$ cat src/rtl/backend_flush_ctrl_pkg.sv
// Shared backend definitions for the flush/pause controller.
// Holds the flush FSM state encoding, the hold-counter width and the
// default issue-queue and flush-target counts used by backend blocks.
package backend_flush_ctrl_pkg;

  localparam int unsigned DEFAULT_NUM_IQ     = 3;   // ALU, LSU, MDU
  localparam int unsigned DEFAULT_NUM_STAGES = 16;
  localparam int unsigned HCNT_W             = 4;

  typedef enum logic {
    IDLE = 1'b0,
    HOLD = 1'b1
  } flush_state_e;

endpackage

$ cat src/rtl/backend_flush_ctrl_sat_counter.sv
// Saturating up-counter used for the backend performance counters.
// Ports:
//   clk   - clock
//   clear - synchronous clear (wins over inc)
//   inc   - increment request; ignored once the count is all-ones
//   count - current count
module sat_counter #(
  parameter int unsigned W = 32
) (
  input  logic         clk,
  input  logic         clear,
  input  logic         inc,
  output logic [W-1:0] count
);

  logic [W-1:0] cnt_q;
  logic [W-1:0] cnt_d;

  always_comb begin
    cnt_d = cnt_q;
    if (clear) begin
      cnt_d = '0;
    end else if (inc && (cnt_q != '1)) begin
      cnt_d = cnt_q + W'(1);
    end
  end

  always_ff @(posedge clk) begin
    cnt_q <= cnt_d;
  end

  assign count = cnt_q;

endmodule

$ cat src/rtl/backend_flush_ctrl.sv
// Backend flush and pause controller.
// Generates the pipeline pause chain from queue/ROB/free-list status and a
// zero-latency flush that is held for FLUSH_HOLD cycles after the request,
// signalling rename-map recovery on the final hold cycle.
// Ports:
//   clk, rst              - clock, synchronous active-high reset
//   flush_req             - commit-stage flush request
//   rob_pause_req         - ROB full
//   decode_pause_req      - decode stall request
//   iq_ready              - per-issue-queue space available
//   rename_allocatable    - free list non-empty
//   stage_flush, iq_flush - per-target flush (all bits equal)
//   rename_recover        - restore rename map from committed state
//   pause_*               - pipeline register stalls
//   flush_busy            - flush sequence in progress
//   stall_cycles          - cycles decode was stalled outside a flush
//   flush_count           - flush sequences started
module backend_flush_ctrl
  import backend_flush_ctrl_pkg::*;
#(
  parameter int unsigned NUM_IQ     = DEFAULT_NUM_IQ,
  parameter int unsigned NUM_STAGES = DEFAULT_NUM_STAGES,
  parameter int unsigned FLUSH_HOLD = 1,
  parameter int unsigned CNT_W      = 32
) (
  input  logic                  clk,
  input  logic                  rst,
  input  logic                  flush_req,
  input  logic                  rob_pause_req,
  input  logic                  decode_pause_req,
  input  logic [NUM_IQ-1:0]     iq_ready,
  input  logic                  rename_allocatable,
  output logic [NUM_STAGES-1:0] stage_flush,
  output logic [NUM_IQ-1:0]     iq_flush,
  output logic                  rename_recover,
  output logic                  pause_ib_decode,
  output logic                  pause_decode_rename,
  output logic                  pause_rename,
  output logic                  pause_rename_dispatch,
  output logic                  pause_dispatch_iq,
  output logic                  flush_busy,
  output logic [CNT_W-1:0]      stall_cycles,
  output logic [CNT_W-1:0]      flush_count
);

  localparam logic [HCNT_W-1:0] HOLD_LOAD = HCNT_W'(FLUSH_HOLD);
  localparam logic [HCNT_W-1:0] HCNT_ONE  = HCNT_W'(1);

  flush_state_e      state_q, state_d;
  logic [HCNT_W-1:0] hcnt_q, hcnt_d;

  logic iq_full;
  logic flush_active;
  logic flush_start;
  logic stall_inc;

  // Pause chain: purely combinational, independent of flush state.
  assign iq_full               = ~(&iq_ready);
  assign pause_dispatch_iq     = iq_full;
  assign pause_rename          = rob_pause_req | iq_full;
  assign pause_rename_dispatch = pause_rename;
  assign pause_decode_rename   = pause_rename | ~rename_allocatable;
  assign pause_ib_decode       = pause_decode_rename | decode_pause_req;

  always_ff @(posedge clk) begin
    if (rst) begin
      state_q <= IDLE;
      hcnt_q  <= '0;
    end else begin
      state_q <= state_d;
      hcnt_q  <= hcnt_d;
    end
  end

  always_comb begin
    state_d = state_q;
    hcnt_d  = hcnt_q;
    unique case (state_q)
      IDLE: begin
        if (flush_req) begin
          state_d = HOLD;
          hcnt_d  = HOLD_LOAD;
        end
      end
      HOLD: begin
        if (flush_req) begin
          hcnt_d = HOLD_LOAD;
        end else if (hcnt_q == HCNT_ONE) begin
          state_d = IDLE;
          hcnt_d  = '0;
        end else begin
          hcnt_d = hcnt_q - HCNT_ONE;
        end
      end
      default: begin
        state_d = IDLE;
        hcnt_d  = '0;
      end
    endcase
  end

  // The held portion of the flush is masked during reset so that a reset
  // landing mid-sequence aborts it without a recover pulse; a live
  // flush_req still propagates with zero latency.
  always_comb begin
    logic in_hold;
    logic last_hold;
    in_hold        = (state_q == HOLD) && !rst;
    last_hold      = in_hold && (hcnt_q == HCNT_ONE);
    flush_active   = flush_req | in_hold;
    rename_recover = last_hold && !flush_req;
    // A request on the final hold cycle starts a new sequence rather than
    // extending the current one.
    flush_start    = flush_req && !rst && ((state_q == IDLE) || last_hold);
    stall_inc      = pause_ib_decode && !flush_active;
    stage_flush    = {NUM_STAGES{flush_active}};
    iq_flush       = {NUM_IQ{flush_active}};
    flush_busy     = flush_active;
  end

  sat_counter #(.W(CNT_W)) u_stall_cnt (
    .clk   (clk),
    .clear (rst),
    .inc   (stall_inc),
    .count (stall_cycles)
  );

  sat_counter #(.W(CNT_W)) u_flush_cnt (
    .clk   (clk),
    .clear (rst),
    .inc   (flush_start),
    .count (flush_count)
  );

endmodule

$ cat config.mk
export PLATFORM = sky130hd
export DESIGN_NAME = backend_flush_ctrl
export DESIGN_NICKNAME = d
export VERILOG_FILES = /design/src/rtl/backend_flush_ctrl_pkg.sv /design/src/rtl/backend_flush_ctrl_sat_counter.sv /design/src/rtl/backend_flush_ctrl.sv
export SDC_FILE = /design/constraint.sdc
export NUM_CORES = 1
export LEC_CHECK = 0
export CORE_ASPECT_RATIO = 0.6
export CORE_MARGIN = 4
export CORE_UTILIZATION = 35
export DETAILED_ROUTE_END_ITERATION = 8
export HOLD_SLACK_MARGIN = 0.08
export PLACE_DENSITY = 0.59
export SLEW_MARGIN = 20
export SYNTH_ARGS = -nofsm -noshare
export SYNTH_HDL_FRONTEND = slang
export SYNTH_SLANG_ARGS = --single-unit
$ cat constraint.sdc
create_clock -name clk -period 4.93 [get_ports clk]
set_clock_uncertainty 0.1 [all_clocks]
set_input_delay 0.7395 -clock clk [delete_from_list [all_inputs] [get_ports clk]]
set_output_delay 0.7395 -clock clk [all_outputs]
set_load 0.01 [all_outputs]
* Word-level counts from Yosys, hierarchy flattened
Cells that the tools add are included.
** Word-level totals
- Bits in registers :: 69
- Logic and storage cells :: 39
- Input port bits :: 9
- Output and inout bits :: 90
** Operators by class
- Mux-type cells :: 8
- Reductions and logical operators :: 13
- Eq/ne operators :: 4
- $add $sub $neg :: 3
- Bitwise logic cells :: 7
** Operator list (number)
- $add 32x1->32 const B :: 2
- $ne 32x32->1 const B :: 2
- $mux 4 :: 3
- $logic_and 1x1->1 :: 8
- $pmux 4 s2 :: 1
- $eq 4x1->1 const B :: 1
- $or 1x1->1 :: 4
- $sub 4x1->4 const B :: 1
- $logic_not 1->1 :: 3
- $mux 1 :: 3
- $not 1->1 :: 3
- $reduce_and 3->1 :: 1
- $ne 2x2->1 const B :: 1
- $pmux 1 s2 :: 1
- $logic_or 1x1->1 :: 1

* Logic depth before layout (Yosys ltp)
Gate-level depths: netlist of run 1.
- Word-level depth :: 7
- Mapped depth :: 9
- Depth with buffers taken out :: 7

* Hierarchy
From an unflattened synthesis of run 1, not the netlist that was laid out.
** Unflattened totals
- Cell total of the unflattened synthesis :: 459
- Area total of the unflattened synthesis :: 3876.2 sq um
** Modules (own cells, without submodules)
- sat_counter :: area an instance 1674.1 sq um, seq. area each 640.6 sq um, times used 2, cells an instance 199
- backend_flush_ctrl :: area an instance 528.0 sq um, seq. area each 100.1 sq um, times used 1, cells an instance 61

* Worst setup path after synthesis of run 1
No wires, ideal clock.
- Path type :: input -> register
- Start :: input iq_ready[1]
- End :: register u_stall_cnt.cnt_q[26] (netlist: u_stall_cnt.count[26])
- Setup time :: 0.070 ns
- Cell stages on the path :: 6
- Path buffers :: 1
- Path slack :: 2.364 ns
- Required time :: 4.760 ns
- Arrival time :: 2.395 ns
- Path through :: and4b_1 > buf_2 > a211o_1 > or4_4 > or4_1 > a21oi_1
** Between the ends
- Cells in the longest elaborated chain, start to end :: 7
** Ends and longest elaborated chain
- start, declared :: line backend_flush_ctrl.sv:31 : input logic [NUM_IQ-1:0] iq_ready,
- $reduce_and 3->1 :: line backend_flush_ctrl.sv:58 : assign iq_full = ~(&iq_ready);
- $not 1->1 :: line backend_flush_ctrl.sv:58
- $or 1x1->1 :: line backend_flush_ctrl.sv:60 : assign pause_rename = rob_pause_req | iq_full;
- $or 1x1->1 :: line backend_flush_ctrl.sv:62 : assign pause_decode_rename = pause_rename | ~rename_allocatable;
- $or 1x1->1 :: line backend_flush_ctrl.sv:63 : assign pause_ib_decode = pause_decode_rename | decode_pause_req;
- $logic_and 1x1->1 :: line backend_flush_ctrl.sv:115 : stall_inc = pause_ib_decode && !flush_active;
- $logic_and 1x1->1 :: line backend_flush_ctrl_sat_counter.sv:23 : end else if (inc && (cnt_q != '1)) begin
- end signal, assigned :: line backend_flush_ctrl_sat_counter.sv:29 : cnt_q <= cnt_d;
- end, declared :: line backend_flush_ctrl_sat_counter.sv:16 : logic [W-1:0] cnt_q;
Every way passes these cells.
A chain may end at the register's enable or synchronous reset.

* Worst setup path in the final report of run 1
- Start :: input flush_req
- End :: output stage_flush[8]
** Between the ends
- Cells in the longest elaborated chain, start to end :: 1
** Ends and longest elaborated chain
- start, declared :: line backend_flush_ctrl.sv:28 : input logic flush_req,
- $or 1x1->1 :: line backend_flush_ctrl.sv:110 : flush_active = flush_req | in_hold;
- end, declared :: line backend_flush_ctrl.sv:33 : output logic [NUM_STAGES-1:0] stage_flush,
Every way passes these cells.

==> results_tabular.tex, run 1 <==
\begin{tabular}{lr}
\hline
Metric & Value \\
\hline
\multicolumn{2}{l}{\textbf{Outcome}} \\
\quad Outcome & finished, final reports clean \\
\multicolumn{2}{l}{\textbf{Timing}} \\
\quad Final-report setup violation count & 0 \\
\quad Setup total negative slack & 0 ps \\
\quad Setup repair after global routing missed its margin & no \\
\quad Number of hold-slack violations in the final timing report & 0 \\
\quad Post-layout min period & 3341 ps \\
\quad Worst Max-Slew Pin Slew & 787.8 ps \\
\quad Slew Limit Headroom & 0.4708 \\
\quad Share of the cycle needed by the critical path after routing & 0.6778 \\
\quad Final Slew Violations & 0 \\
\quad Maximum achievable frequency & 299.3 MHz \\
\multicolumn{2}{l}{\textbf{Logic synthesis}} \\
\quad Syn. warnings & 0 \\
\quad Fraction of registers with async set/reset & 0 \\
\quad FF+latch count, synth & about 70 \\
\quad Number of enable flip-flop cells after synthesis & 0 \\
\quad Nets in the synthesized netlist & between 400 and 500 \\
\quad Primary FF master, synth & sky130\_fd\_sc\_hd\_\_dfxtp\_1 \\
\quad Syn Area/Cell & approximately 8.4 um\^{}2 \\
\quad Part of the Yosys area used for sequential elements & 0.3577 \\
\quad Post-synth design cell area & $\sim$0.0039 mm\^{}2 \\
\quad Gate Count Post-Synth & between 400 and 500 \\
\quad Post-synth cell types & between 60 and 70 \\
\multicolumn{2}{l}{\textbf{Routing}} \\
\quad Number of violations reported at the end of detailed-routing iteration 0 & 229 \\
\quad Routed vias & between 3000 and 4000 \\
\quad Detailed-router iteration count before antenna repair & 5 \\
\quad DR DRC count & 0 \\
\quad Routed WL & between 10 and 15 mm \\
\quad Number of nets with antenna violations after routing & 0 \\
\quad Per-cell via count in the routed design & between 5 and 6 \\
\quad Routed WL per cell & 15.87 um \\
\multicolumn{2}{l}{\textbf{Clock tree}} \\
\quad CTS root buf & sky130\_fd\_sc\_hd\_\_clkbuf\_16 \\
\quad CTS clk-pin slew, worst paths & roughly 50 ps \\
\quad Setup Fix Bufs, Post-CTS & 0 \\
\quad Total of cells resized after clock tree synthesis & 0 \\
\quad Source-to-sink clock delay at the later pin of the worst-skew pair & 330 ps \\
\quad Cts bufs inserted & 9 \\
\quad Maximum count of clock buffers along a single path & 2 \\
\quad Deepest level of the CTS H-tree & 3 \\
\quad Total number of clock tree sinks & $\sim$70 \\
\quad Clock tree from TritonCTS & built \\
\quad Hold buffer count at cts & 0 \\
\multicolumn{2}{l}{\textbf{Floorplan}} \\
\quad Starting density of the core & 0.3620 \\
\quad Die ar. & approximately 0.013 mm\^{}2 \\
\quad Core Area & between 0.01 and 0.015 mm\^{}2 \\
\quad Io pins & 99 \\
\quad Die X-Extent & 143.6 um \\
\quad Number of cell rows & 29 \\
\quad Die Y-Extent & between 80 and 90 um \\
\multicolumn{2}{l}{\textbf{Place}} \\
\quad Number of cells in the design after placement & $\sim$660 \\
\quad Dpl hpwl & 7.785 mm \\
\quad Placed standard-cell area & between 0.004 and 0.005 mm\^{}2 \\
\quad RePlAce Congestion & 0.8540 \\
\quad Quantity of I/O buffers inserted on ports & between 90 and 100 \\
\multicolumn{2}{l}{\textbf{Global route}} \\
\quad Overall overflow remaining after global route & 0 \\
\quad Global router's overall resource usage & 0.1679 \\
\quad Vias in the first global route & 3401 \\
\quad Global-route wire length before repair & about 17 mm \\
\quad Largest net degree at the start of global routing & 29 \\
\quad Antenna violations before repair & 0 \\
\multicolumn{2}{l}{\textbf{Pwr}} \\
\quad Max IR drop VDD & 166.2 uV \\
\quad Total power & 1272 uW \\
\quad Pleak & roughly 0.0015 uW \\
\quad Ratio of total power to cell area & 250.8 mW/mm\^{}2 \\
\multicolumn{2}{l}{\textbf{Worst setup path}} \\
\quad Worst Setup Start Kind & input pin \\
\quad Data required time at the worst endpoint & 4090 ps \\
\quad Critical Path Sink Type & primary output \\
\quad Highest fanout seen on the critical path & 20 \\
\quad Data arrival time of the worst path & roughly 2500 ps \\
\quad Startpoint-to-endpoint class of the critical path & in2out \\
\multicolumn{2}{l}{\textbf{Layout}} \\
\quad Antenna Diode Count & 0 \\
\quad Area growth from synthesis to final layout & 31.37\% \\
\quad Net count of the finished layout & between 500 and 600 \\
\quad Final core occ & 0.4755 \\
\quad Layout fillers & roughly 1000 \\
\quad Proportion of layout cells with a drive suffix above 1 & 0.07664 \\
\quad Final Instance Count excl. Fillers & approximately 670 \\
\quad Area of all placed cells without fillers & 0.005072 mm\^{}2 \\
\multicolumn{2}{l}{\textbf{Hold path}} \\
\quad Tightest Hold Check Type & reg2reg \\
\multicolumn{2}{l}{\textbf{Job}} \\
\quad Number of maximum-capacitance violations & 0 \\
\hline
\end{tabular}
through the flow:
| step | setup slack, ps | hold WS, ps |
|---|---|---|
| 2_1_floorplan | 2364 | 388.4 |
| 4_1_cts | 1574 | 400.1 |
| 3_5_place_dp | 1575 | 390.5 |
| 5_1_grt | 1474 | 435.7 |
| 6_report | 1589 | 400.5 |
| 3_3_place_gp | 1636 | 379.7 |
flip-flops by register name, summed over array words and instances, names as in the netlist:
signal             flops
hcnt_q                 4
state_q                1
u_flush_cnt.count     32
u_stall_cnt.count     32
cell type report:
| class | count | area (um^2) | area share |
|---|---|---|---|
| multi-input combinational | 330 | 2165 | 0.4267 |
| inverter | 20 | 75.07 | 0.01480 |
| sequential | 69 | 1381 | 0.2723 |
| tap | 139 | 173.9 | 0.03429 |
| timing repair buffer | 101 | 998.5 | 0.1968 |
| clock buffer | 14 | 274.0 | 0.05402 |
| clock inverter | 1 | 5.005 | 0.0009867 |
synthesized netlist by cell type (3+ instances only):
cell type / number / area share
sky130_fd_sc_hd__inv_1: 20 / 0.019
sky130_fd_sc_hd__nor3_1: 9 / 0.012
sky130_fd_sc_hd__nor4_1: 6 / 0.0097
sky130_fd_sc_hd__xor2_1: 3 / 0.0068
sky130_fd_sc_hd__a2111oi_0: 3 / 0.0068
sky130_fd_sc_hd__and4_1: 7 / 0.016
sky130_fd_sc_hd__nand4_1: 21 / 0.034
sky130_fd_sc_hd__o21ai_0: 15 / 0.019
sky130_fd_sc_hd__mux2i_1: 3 / 0.0078
sky130_fd_sc_hd__nand2_1: 26 / 0.025
sky130_fd_sc_hd__dfxtp_1: 69 / 0.36
sky130_fd_sc_hd__nand2b_1: 3 / 0.0049
sky130_fd_sc_hd__o31ai_1: 23 / 0.045
sky130_fd_sc_hd__or4_1: 22 / 0.043
sky130_fd_sc_hd__o211ai_1: 4 / 0.0078
sky130_fd_sc_hd__clkbuf_1: 11 / 0.011
sky130_fd_sc_hd__or3_1: 15 / 0.024
sky130_fd_sc_hd__nor2b_1: 9 / 0.015
sky130_fd_sc_hd__ha_1: 4 / 0.013
sky130_fd_sc_hd__buf_2: 6 / 0.0078
sky130_fd_sc_hd__nor2_1: 29 / 0.028
sky130_fd_sc_hd__or2_2: 3 / 0.0049
sky130_fd_sc_hd__nor3b_1: 3 / 0.0058
sky130_fd_sc_hd__mux2_2: 6 / 0.017
sky130_fd_sc_hd__and2_1: 4 / 0.0065
sky130_fd_sc_hd__a21oi_1: 39 / 0.051
sky130_fd_sc_hd__buf_4: 22 / 0.043
sky130_fd_sc_hd__or4_4: 3 / 0.0087
sky130_fd_sc_hd__nand3_1: 25 / 0.032
sky130_fd_sc_hd__xnor2_1: 6 / 0.014
sky130_fd_sc_hd__o41ai_1: 3 / 0.0068
kinds of logic after synthesis:
family / count (synthesis) / synth area share
multiplexers: 10 / 0.02819
adder cells (fa/ha/maj): 4 / 0.01296
XOR/XNOR: 9 / 0.02042
flip-flops: 69 / 0.3577
AO/OA/AOI/OAI: 109 / 0.1915
buffers and inverters: 60 / 0.08166
AND/OR/NAND/NOR: 198 / 0.3075
power by group:
part           total [uW]  internal [uW]  switching, uW
registers             571            563           8.31
logic                92.3           45.0           47.4
clock network         608            378            230
worst max-delay path, stage by stage:
cell	delay (ps)
sky130_fd_sc_hd__clkdlybuf4s50_1	750
sky130_fd_sc_hd__or2_2	390
sky130_fd_sc_hd__clkdlybuf4s50_1	610
path summary, 6_finish.rpt:
kind                                                         start                            endpoint  slack [ps]  depth (start not counted)
worst max-delay path                                     flush_req                      stage_flush[8]        1590                          3
worst min-delay path            u_stall_cnt.count[23]$_SDFFE_PP0P_  u_stall_cnt.count[23]$_SDFFE_PP0P_         400                          2
worst max register to register              hcnt_q[1]$_SDFFE_PP0P_  u_flush_cnt.count[25]$_SDFFE_PP0P_        2280                          7
worst min register to register  u_stall_cnt.count[23]$_SDFFE_PP0P_  u_stall_cnt.count[23]$_SDFFE_PP0P_         400                          2
layout by cell type (no fill, tap or decap), types with 6 or more instances in the layout:
cell type,netlist,final
sky130_fd_sc_hd__nor2b_1,9,9
sky130_fd_sc_hd__nand2_1,26,26
sky130_fd_sc_hd__nor4_1,6,6
sky130_fd_sc_hd__clkbuf_16,0,9
sky130_fd_sc_hd__xnor2_1,6,6
sky130_fd_sc_hd__nand4_1,21,21
sky130_fd_sc_hd__clkdlybuf4s50_1,0,97
sky130_fd_sc_hd__inv_1,20,20
sky130_fd_sc_hd__nor2_1,29,29
sky130_fd_sc_hd__o21ai_0,15,15
sky130_fd_sc_hd__dfxtp_1,69,69
sky130_fd_sc_hd__or3_1,15,15
sky130_fd_sc_hd__or4_1,22,22
sky130_fd_sc_hd__mux2_2,6,6
sky130_fd_sc_hd__nand3_1,25,25
sky130_fd_sc_hd__nor3_1,9,9
sky130_fd_sc_hd__and4_1,7,7
sky130_fd_sc_hd__o31ai_1,23,23
sky130_fd_sc_hd__a21oi_1,39,39
per-layer routing:
layer | share of wire | vias up | global-route usage
met2 | 0.43 | 126 | 0.2357
met4 | 0.0051 | 0 | 0.05043
met1 | 0.50 | 1809 | 0.2500
met5 | 0 | - | 0
met3 | 0.067 | 6 | 0.04329
li1 | - | 1867 | -
No activity file was read; power rests on OpenSTA's default activity.
==> inputs of run 2 (changes only) <==
==> constraint.sdc (replaced) <==
create_clock -name clk -period 3.1 [get_ports clk]
set_clock_uncertainty 0.1 [all_clocks]
set_input_delay 0.465 -clock clk [delete_from_list [all_inputs] [get_ports clk]]
set_output_delay 0.465 -clock clk [all_outputs]
set_load 0.01 [all_outputs]
==> run 2 against run 1 <==
Effect of this change: global-route usage decreased by 0.095 points; utilization increased by 0.42 points; count of clock-buffer cells in the layout unchanged; critical path depth unchanged; flip-flop and latch count unchanged; worst hold slack improved by 6.5 ps; first-iteration DRC count increased by 2.6%; worst setup slack got worse by 1200 ps; via count increased by 0.68%; final area increased by 0.89%; total power increased by 59%; critical path type is now reg2out; critical endpoint is now stage_flush[2]; largest power group unchanged.
==> results_tabular.tex, run 2 (synthesis results as in run 1) <==
\begin{tabular}{lr}
\hline
Metric & Value \\
\hline
\multicolumn{2}{l}{\textbf{Worst setup path}} \\
\quad Critical Path Sink Type & primary output (unchanged) \\
\quad Worst Setup Start Kind & register (was input pin) \\
\quad Data arrival time of the worst path & 2170 ps (was 2500 ps) \\
\quad Data required time at the worst endpoint & 2530 ps (was 4090 ps) \\
\quad Startpoint-to-endpoint class of the critical path & reg2out (was in2out) \\
\quad Highest fanout seen on the critical path & 20 (unchanged) \\
\quad Setup slack of the most critical reg-to-reg path & 460 ps (was 2280 ps) \\
\multicolumn{2}{l}{\textbf{Pwr}} \\
\quad Part of the total power dissipated in the clock network & 0.479 (was 0.478) \\
\quad Pleak & 0.001577 uW (was 0.001547 uW) \\
\quad Power Internal & 1570 uW (was 986.4 uW) \\
\quad Proportion of total power due to net switching & 0.2258 (was 0.2245) \\
\quad Part of the total power dissipated in sequential elements & 0.448 (was 0.449) \\
\quad Total power & 2028 uW (was 1272 uW) \\
\quad Max IR drop VDD & 310.4 uV (was 166.2 uV) \\
\quad NetSw & 457.9 uW (was 285.6 uW) \\
\quad Comb power frac & 0.073 (about the same) \\
\quad Ratio of total power to cell area & 396.3 mW/mm\^{}2 (was 250.8 mW/mm\^{}2) \\
\multicolumn{2}{l}{\textbf{Layout}} \\
\quad Commonest cells after routing, fill and taps aside & sky130\_fd\_sc\_hd\_\_clkdlybuf4s50\_1, sky130\_fd\_sc\_hd\_\_dfxtp\_1, sky130\_fd\_sc\_hd\_\_a21oi\_1 (unchanged) \\
\quad Antenna Diode Count & 0 (unchanged) \\
\quad Area of all placed cells without fillers & 0.005117 mm\^{}2 (was 0.005072 mm\^{}2) \\
\quad Most common cell after layout, fill and taps aside & sky130\_fd\_sc\_hd\_\_clkdlybuf4s50\_1 (unchanged) \\
\quad Proportion of layout cells with a drive suffix above 1 & 0.08688 (was 0.07664) \\
\quad Net count of the finished layout & 550 (was 544) \\
\quad Area growth from synthesis to final layout & 32.53\% (was 31.37\%) \\
\multicolumn{2}{l}{\textbf{Routing}} \\
\quad Number of violations reported at the end of detailed-routing iteration 0 & 235 (was 229) \\
\quad Routed vias & 3834 (was 3808) \\
\quad Detailed-router iteration count before antenna repair & 5 (unchanged) \\
\quad DR DRC count & 0 (unchanged) \\
\quad Per-cell via count in the routed design & 5.638 (was 5.650) \\
\quad Number of nets with antenna violations after routing & 0 (unchanged) \\
\quad Routed WL per cell & 15.66 um (was 15.87 um) \\
\quad Routed WL & 10.65 mm (was 10.70 mm) \\
\multicolumn{2}{l}{\textbf{Clock tree}} \\
\quad Total number of clock tree sinks & 69 (unchanged) \\
\quad Deepest level of the CTS H-tree & 3 (unchanged) \\
\quad Setup Fix Bufs, Post-CTS & 0 (unchanged) \\
\quad CTS clk-pin slew, worst paths & 50 ps (about the same) \\
\quad Hold buffer count at cts & 0 (unchanged) \\
\quad Maximum count of clock buffers along a single path & 2 (unchanged) \\
\quad Clock tree from TritonCTS & built (unchanged) \\
\quad Source-to-sink clock delay at the later pin of the worst-skew pair & 330 ps (about the same) \\
\quad Total of cells resized after clock tree synthesis & 0 (unchanged) \\
\quad Cts bufs inserted & 9 (unchanged) \\
\quad CTS root buf & sky130\_fd\_sc\_hd\_\_clkbuf\_16 (unchanged) \\
\multicolumn{2}{l}{\textbf{Floorplan}} \\
\quad Die ar. & 0.01283 mm\^{}2 (unchanged) \\
\quad Die Y-Extent & 89.36 um (unchanged) \\
\quad Number of cell rows & 29 (unchanged) \\
\quad Die X-Extent & 143.6 um (unchanged) \\
\quad Io pins & 99 (unchanged) \\
\quad Starting density of the core & 0.3620 (unchanged) \\
\quad Core Area & 0.01067 mm\^{}2 (unchanged) \\
\multicolumn{2}{l}{\textbf{Timing}} \\
\quad Share of the cycle needed by the critical path after routing & 0.8813 \\
\quad Post-layout min period & roughly 2700 ps \\
\quad Maximum achievable frequency & between 300 and 400 MHz \\
\quad Final Slew Violations & 0 (unchanged) \\
\quad Setup total negative slack & 0 ps (unchanged) \\
\quad Number of hold-slack violations in the final timing report & 0 (unchanged) \\
\quad Setup repair after global routing missed its margin & no (unchanged) \\
\quad Final-report setup violation count & 0 (unchanged) \\
\quad Worst Max-Slew Pin Slew & 629.8 ps (was 787.8 ps) \\
\quad Slew Limit Headroom & 0.5797 (was 0.4708) \\
\quad Hold Worst Slack & 407.0 ps (was 400.5 ps) \\
\multicolumn{2}{l}{\textbf{Place}} \\
\quad Quantity of I/O buffers inserted on ports & 98 (unchanged) \\
\quad Placed standard-cell area & 0.004838 mm\^{}2 (was 0.004793 mm\^{}2) \\
\quad Dpl hpwl & 7.743 mm (was 7.785 mm) \\
\quad RePlAce Congestion & 0.8925 (was 0.8540) \\
\multicolumn{2}{l}{\textbf{Global route}} \\
\quad Global-route wire length before repair & 17.30 mm (was 17.26 mm) \\
\quad Vias in the first global route & 3433 (was 3401) \\
\quad Largest net degree at the start of global routing & 43 (was 29) \\
\quad Overall overflow remaining after global route & 0 (unchanged) \\
\quad Global router's overall resource usage & 0.1670 (was 0.1679) \\
\quad Antenna violations before repair & 0 (unchanged) \\
\multicolumn{2}{l}{\textbf{Hold path}} \\
\quad Tightest Hold Check Type & reg2reg (unchanged) \\
\multicolumn{2}{l}{\textbf{Outcome}} \\
\quad Outcome & finished, final reports clean (unchanged) \\
\multicolumn{2}{l}{\textbf{Job}} \\
\quad Number of maximum-capacitance violations & 0 (unchanged) \\
\hline
\end{tabular}
run 2: metal layers:
layer,global-route usage,up-vias,routed length (um)
li1,-,1871,-
met1,0.2495,1809,5541
met2,0.2387,141,4337
met3,0.03688,13,656
met4,0.04872,0,114
met5,0,-,0
run 2: worst paths after layout:
| kind | from | end | cells past startpoint |
|---|---|---|---|
| worst min-delay path | u_stall_cnt.count[23]$_SDFFE_PP0P_ | u_stall_cnt.count[23]$_SDFFE_PP0P_ | 2 |
| worst max register to register | hcnt_q[1]$_SDFFE_PP0P_ | u_flush_cnt.count[25]$_SDFFE_PP0P_ | 7 |
| worst min register to register | u_stall_cnt.count[23]$_SDFFE_PP0P_ | u_stall_cnt.count[23]$_SDFFE_PP0P_ | 2 |
| worst max-delay path | state_q$_SDFF_PP0_ | stage_flush[2] | 3 |
run 2: cell type report:
cell class | instances | area, um^2
clock inverters | 1 | 5.005
repair buffers | 107 | 1044
fillers | 1022 | 5550
multi-input cells | 330 | 2165
inverters | 20 | 75.07
clock buffers | 14 | 274.0
well taps | 139 | 173.9
flip-flops and latches | 69 | 1381
run 2: per-stage QoR:
stage / cells / setup slack (ps) / utilization
3_5_place_dp: 665 / 345.7 / 0.4536
6_report: 680 / 368.0 / 0.4797
4_1_cts: 680 / 332.3 / 0.4797
5_1_grt: 680 / 184.7 / 0.4797
2_1_floorplan: 459 / 757.3 / -
3_3_place_gp: 665 / 371.5 / 0.4536
run 2: power groups by stage:
stage | Clock [uW] | Combinational, uW | Sequential (uW)
2_1_floorplan | 0 | 101 | 925
3_3_place_gp | 0 | 147 | 927
3_5_place_dp | 0 | 149 | 928
4_1_cts | 1000 | 149 | 908
5_1_grt | 1040 | 162 | 910
6_report | 972 | 148 | 909
run 2: critical path, stage by stage, from the launching register on:
cell,delay [ps]
sky130_fd_sc_hd__dfxtp_1,530
sky130_fd_sc_hd__nor2b_1,340
sky130_fd_sc_hd__or2_2,370
sky130_fd_sc_hd__clkdlybuf4s50_1,610
==> inputs of run 3 (changes only) <==
==> constraint.sdc (replaced) <==
create_clock -name clk -period 3 [get_ports clk]
set_clock_uncertainty 0.1 [all_clocks]
set_input_delay 0.45 -clock clk [delete_from_list [all_inputs] [get_ports clk]]
set_output_delay 0.45 -clock clk [all_outputs]
set_load 0.01 [all_outputs]
==> run 3 against run 2 <==
Effect of this change: die area stayed put; global-route usage is 0.076 points higher; critical path depth stayed put; via count decreased by 0.52%; highest routed layer unchanged; routed wire length is 0.35% higher; utilization is 0.23 points higher; critical path type unchanged; register-to-register slack lost 120 ps.
==> results_tabular.tex, run 3 (synthesis results as in run 1) <==
\begin{tabular}{lr}
\hline
Metric & Value \\
\hline
\multicolumn{2}{l}{\textbf{Layout}} \\
\quad Area growth from synthesis to final layout & 33.18\% (was 32.53\%) \\
\quad Antenna Diode Count & 0 (unchanged) \\
\quad Layout fillers & 1043 (was 1022) \\
\quad Final core occ & 0.4821 (was 0.4797) \\
\quad Area of combinational cells with multiple inputs & 0.002165 mm\^{}2 (unchanged) \\
\quad Register area & 0.001381 mm\^{}2 (unchanged) \\
\quad Most common cell after layout, fill and taps aside & sky130\_fd\_sc\_hd\_\_clkdlybuf4s50\_1 (unchanged) \\
\quad Final Instance Count excl. Fillers & 684 (was 680) \\
\quad Proportion of layout cells with a drive suffix above 1 & 0.09541 (was 0.08688) \\
\quad Net count of the finished layout & 555 (was 550) \\
\quad Commonest cells after routing, fill and taps aside & sky130\_fd\_sc\_hd\_\_clkdlybuf4s50\_1, sky130\_fd\_sc\_hd\_\_dfxtp\_1, sky130\_fd\_sc\_hd\_\_a21oi\_1 (unchanged) \\
\multicolumn{2}{l}{\textbf{Worst setup path}} \\
\quad Startpoint-to-endpoint class of the critical path & reg2out (unchanged) \\
\quad Number of buffer and inverter instances along the worst setup path & 1 (unchanged) \\
\quad Slowest stage delay, CP & 620 ps (was 610 ps) \\
\quad Slowest stage cell on the critical path & sky130\_fd\_sc\_hd\_\_clkdlybuf4s50\_1 (unchanged) \\
\quad Critical path's top delay family & simple AND/OR/NAND/NOR gates (unchanged) \\
\quad Data required time at the worst endpoint & 2450 ps (was 2530 ps) \\
\quad Worst Setup Start Kind & register (unchanged) \\
\quad CP Cell Sequence & nor2b\_1 -> or2\_2 -> clkdlybuf4s50\_1 (unchanged) \\
\quad Highest fanout seen on the critical path & 20 (unchanged) \\
\quad Critical Path Sink Type & primary output (unchanged) \\
\quad Data arrival time of the worst path & 2230 ps (was 2170 ps) \\
\multicolumn{2}{l}{\textbf{Floorplan}} \\
\quad Die ar. & 0.01283 mm\^{}2 (unchanged) \\
\quad Die Y-Extent & 89.36 um (unchanged) \\
\quad Die X-Extent & 143.6 um (unchanged) \\
\quad Core Area & 0.01067 mm\^{}2 (unchanged) \\
\quad Io pins & 99 (unchanged) \\
\quad Number of cell rows & 29 (unchanged) \\
\quad Starting density of the core & 0.3620 (unchanged) \\
\multicolumn{2}{l}{\textbf{Place}} \\
\quad Number of cells in the design after placement & 670 (was 665) \\
\quad Dpl hpwl & 7.947 mm (was 7.743 mm) \\
\quad RePlAce Congestion & 0.8910 (was 0.8925) \\
\quad Quantity of I/O buffers inserted on ports & 98 (unchanged) \\
\multicolumn{2}{l}{\textbf{Pwr}} \\
\quad Max IR drop VDD & 303.2 uV (was 310.4 uV) \\
\quad Total power & 2055 uW (was 2028 uW) \\
\quad Ratio of total power to cell area & 399.7 mW/mm\^{}2 (was 396.3 mW/mm\^{}2) \\
\quad Pleak & 0.001598 uW (was 0.001577 uW) \\
\multicolumn{2}{l}{\textbf{Timing}} \\
\quad Share of the cycle needed by the critical path after routing & 0.9275 \\
\quad Hold Worst Slack & 408.1 ps (was 407.0 ps) \\
\quad Final-report setup violation count & 0 (unchanged) \\
\quad Number of hold-slack violations in the final timing report & 0 (unchanged) \\
\quad Maximum achievable frequency & approximately 360 MHz \\
\quad Setup total negative slack & 0 ps (unchanged) \\
\quad Slew Limit Headroom & 0.5479 (was 0.5797) \\
\quad Final Slew Violations & 0 (unchanged) \\
\quad Setup repair after global routing missed its margin & no (unchanged) \\
\quad Post-layout min period & 2783 ps \\
\quad Worst Max-Slew Pin Slew & 677.5 ps (was 629.8 ps) \\
\multicolumn{2}{l}{\textbf{Clock tree}} \\
\quad CTS root buf & sky130\_fd\_sc\_hd\_\_clkbuf\_16 (unchanged) \\
\quad Setup Fix Bufs, Post-CTS & 0 (unchanged) \\
\quad CTS clk-pin slew, worst paths & 50 ps (about the same) \\
\quad Deepest level of the CTS H-tree & 3 (unchanged) \\
\quad Total of cells resized after clock tree synthesis & 0 (unchanged) \\
\quad Clock tree from TritonCTS & built (unchanged) \\
\quad Hold buffer count at cts & 0 (unchanged) \\
\quad Maximum count of clock buffers along a single path & 2 (unchanged) \\
\quad Cts bufs inserted & 9 (unchanged) \\
\quad Total number of clock tree sinks & 69 (unchanged) \\
\quad Source-to-sink clock delay at the later pin of the worst-skew pair & 320 ps (was 330 ps) \\
\multicolumn{2}{l}{\textbf{Global route}} \\
\quad Vias in the first global route & 3476 (was 3433) \\
\quad Overall overflow remaining after global route & 0 (unchanged) \\
\quad Largest net degree at the start of global routing & 35 (was 43) \\
\quad Antenna violations before repair & 0 (unchanged) \\
\quad Global router's overall resource usage & 0.1677 (was 0.1670) \\
\quad Global-route wire length before repair & 17.46 mm (was 17.30 mm) \\
\multicolumn{2}{l}{\textbf{Routing}} \\
\quad DR DRC count & 0 (unchanged) \\
\quad Number of nets with antenna violations after routing & 0 (unchanged) \\
\quad Detailed-router iteration count before antenna repair & 6 (was 5) \\
\quad Number of violations reported at the end of detailed-routing iteration 0 & 258 (was 235) \\
\quad Per-cell via count in the routed design & 5.576 (was 5.638) \\
\quad Routed vias & 3814 (was 3834) \\
\quad Routed WL per cell & 15.62 um (was 15.66 um) \\
\quad Routed WL & 10.69 mm (was 10.65 mm) \\
\multicolumn{2}{l}{\textbf{Job}} \\
\quad Number of maximum-capacitance violations & 0 (unchanged) \\
\multicolumn{2}{l}{\textbf{Hold path}} \\
\quad Tightest Hold Check Type & reg2reg (unchanged) \\
\multicolumn{2}{l}{\textbf{Outcome}} \\
\quad Outcome & finished, final reports clean (unchanged) \\
\hline
\end{tabular}
-- run 3: cell types whose count changed in the layout (fill, tap and decap cells not counted) --
cell,delta
sky130_fd_sc_hd__clkbuf_1,-1
sky130_fd_sc_hd__clkbuf_8,-1
sky130_fd_sc_hd__clkinv_2,+1
sky130_fd_sc_hd__buf_4,+5
-- run 3: cell type report --
cell class / instances / share of cell area
clock buffers: 12 / 0.04988
clock inverters: 2 / 0.001946
flip-flops and latches: 69 / 0.2686
inverters: 20 / 0.01460
multi-input cells: 330 / 0.4209
well taps: 139 / 0.03382
repair buffers: 112 / 0.2102
-- run 3: power breakdown --
| part | switching, uW | internal [uW] | total (uW) |
|---|---|---|---|
| Sequential | 13.7 | 925 | 939 |
| Clock | 368 | 592 | 961 |
| Combinational | 78.6 | 77.1 | 156 |
-- run 3: tightest hold or removal path, stage by stage, from the launching register on --
cell	delay [ps]
sky130_fd_sc_hd__dfxtp_1	330
sky130_fd_sc_hd__o31ai_1	70
sky130_fd_sc_hd__a21oi_1	60
-- run 3: final timing paths --
kind                                            from                            endpoint  slack [ps]  cells after the start
hold reg to reg   u_stall_cnt.count[31]$_SDFFE_PP0P_  u_stall_cnt.count[31]$_SDFFE_PP0P_         410                      2
hold / removal    u_stall_cnt.count[31]$_SDFFE_PP0P_  u_stall_cnt.count[31]$_SDFFE_PP0P_         410                      2
setup reg to reg              hcnt_q[1]$_SDFFE_PP0P_  u_flush_cnt.count[25]$_SDFFE_PP0P_         340                      7
setup / recovery                  state_q$_SDFF_PP0_                     stage_flush[13]         220                      3
-- run 3: layer usage --
layer | part of all wire | vias up | wire length, um | global-route usage
li1 | - | 1884 | - | -
met1 | 0.50 | 1803 | 5382 | 0.2482
met2 | 0.42 | 116 | 4495 | 0.2382
met3 | 0.067 | 11 | 716 | 0.04971
met4 | 0.0087 | 0 | 93 | 0.03846
met5 | 0 | - | 0 | 0
-- run 3: per-stage QoR --
step           worst slack (ps)  area (um^2)
4_1_cts                   203.1         5142
3_3_place_gp              210.5         4876
6_report                  217.4         5142
5_1_grt                   99.14         5142
2_1_floorplan             657.3         3861
3_5_place_dp              226.0         4876
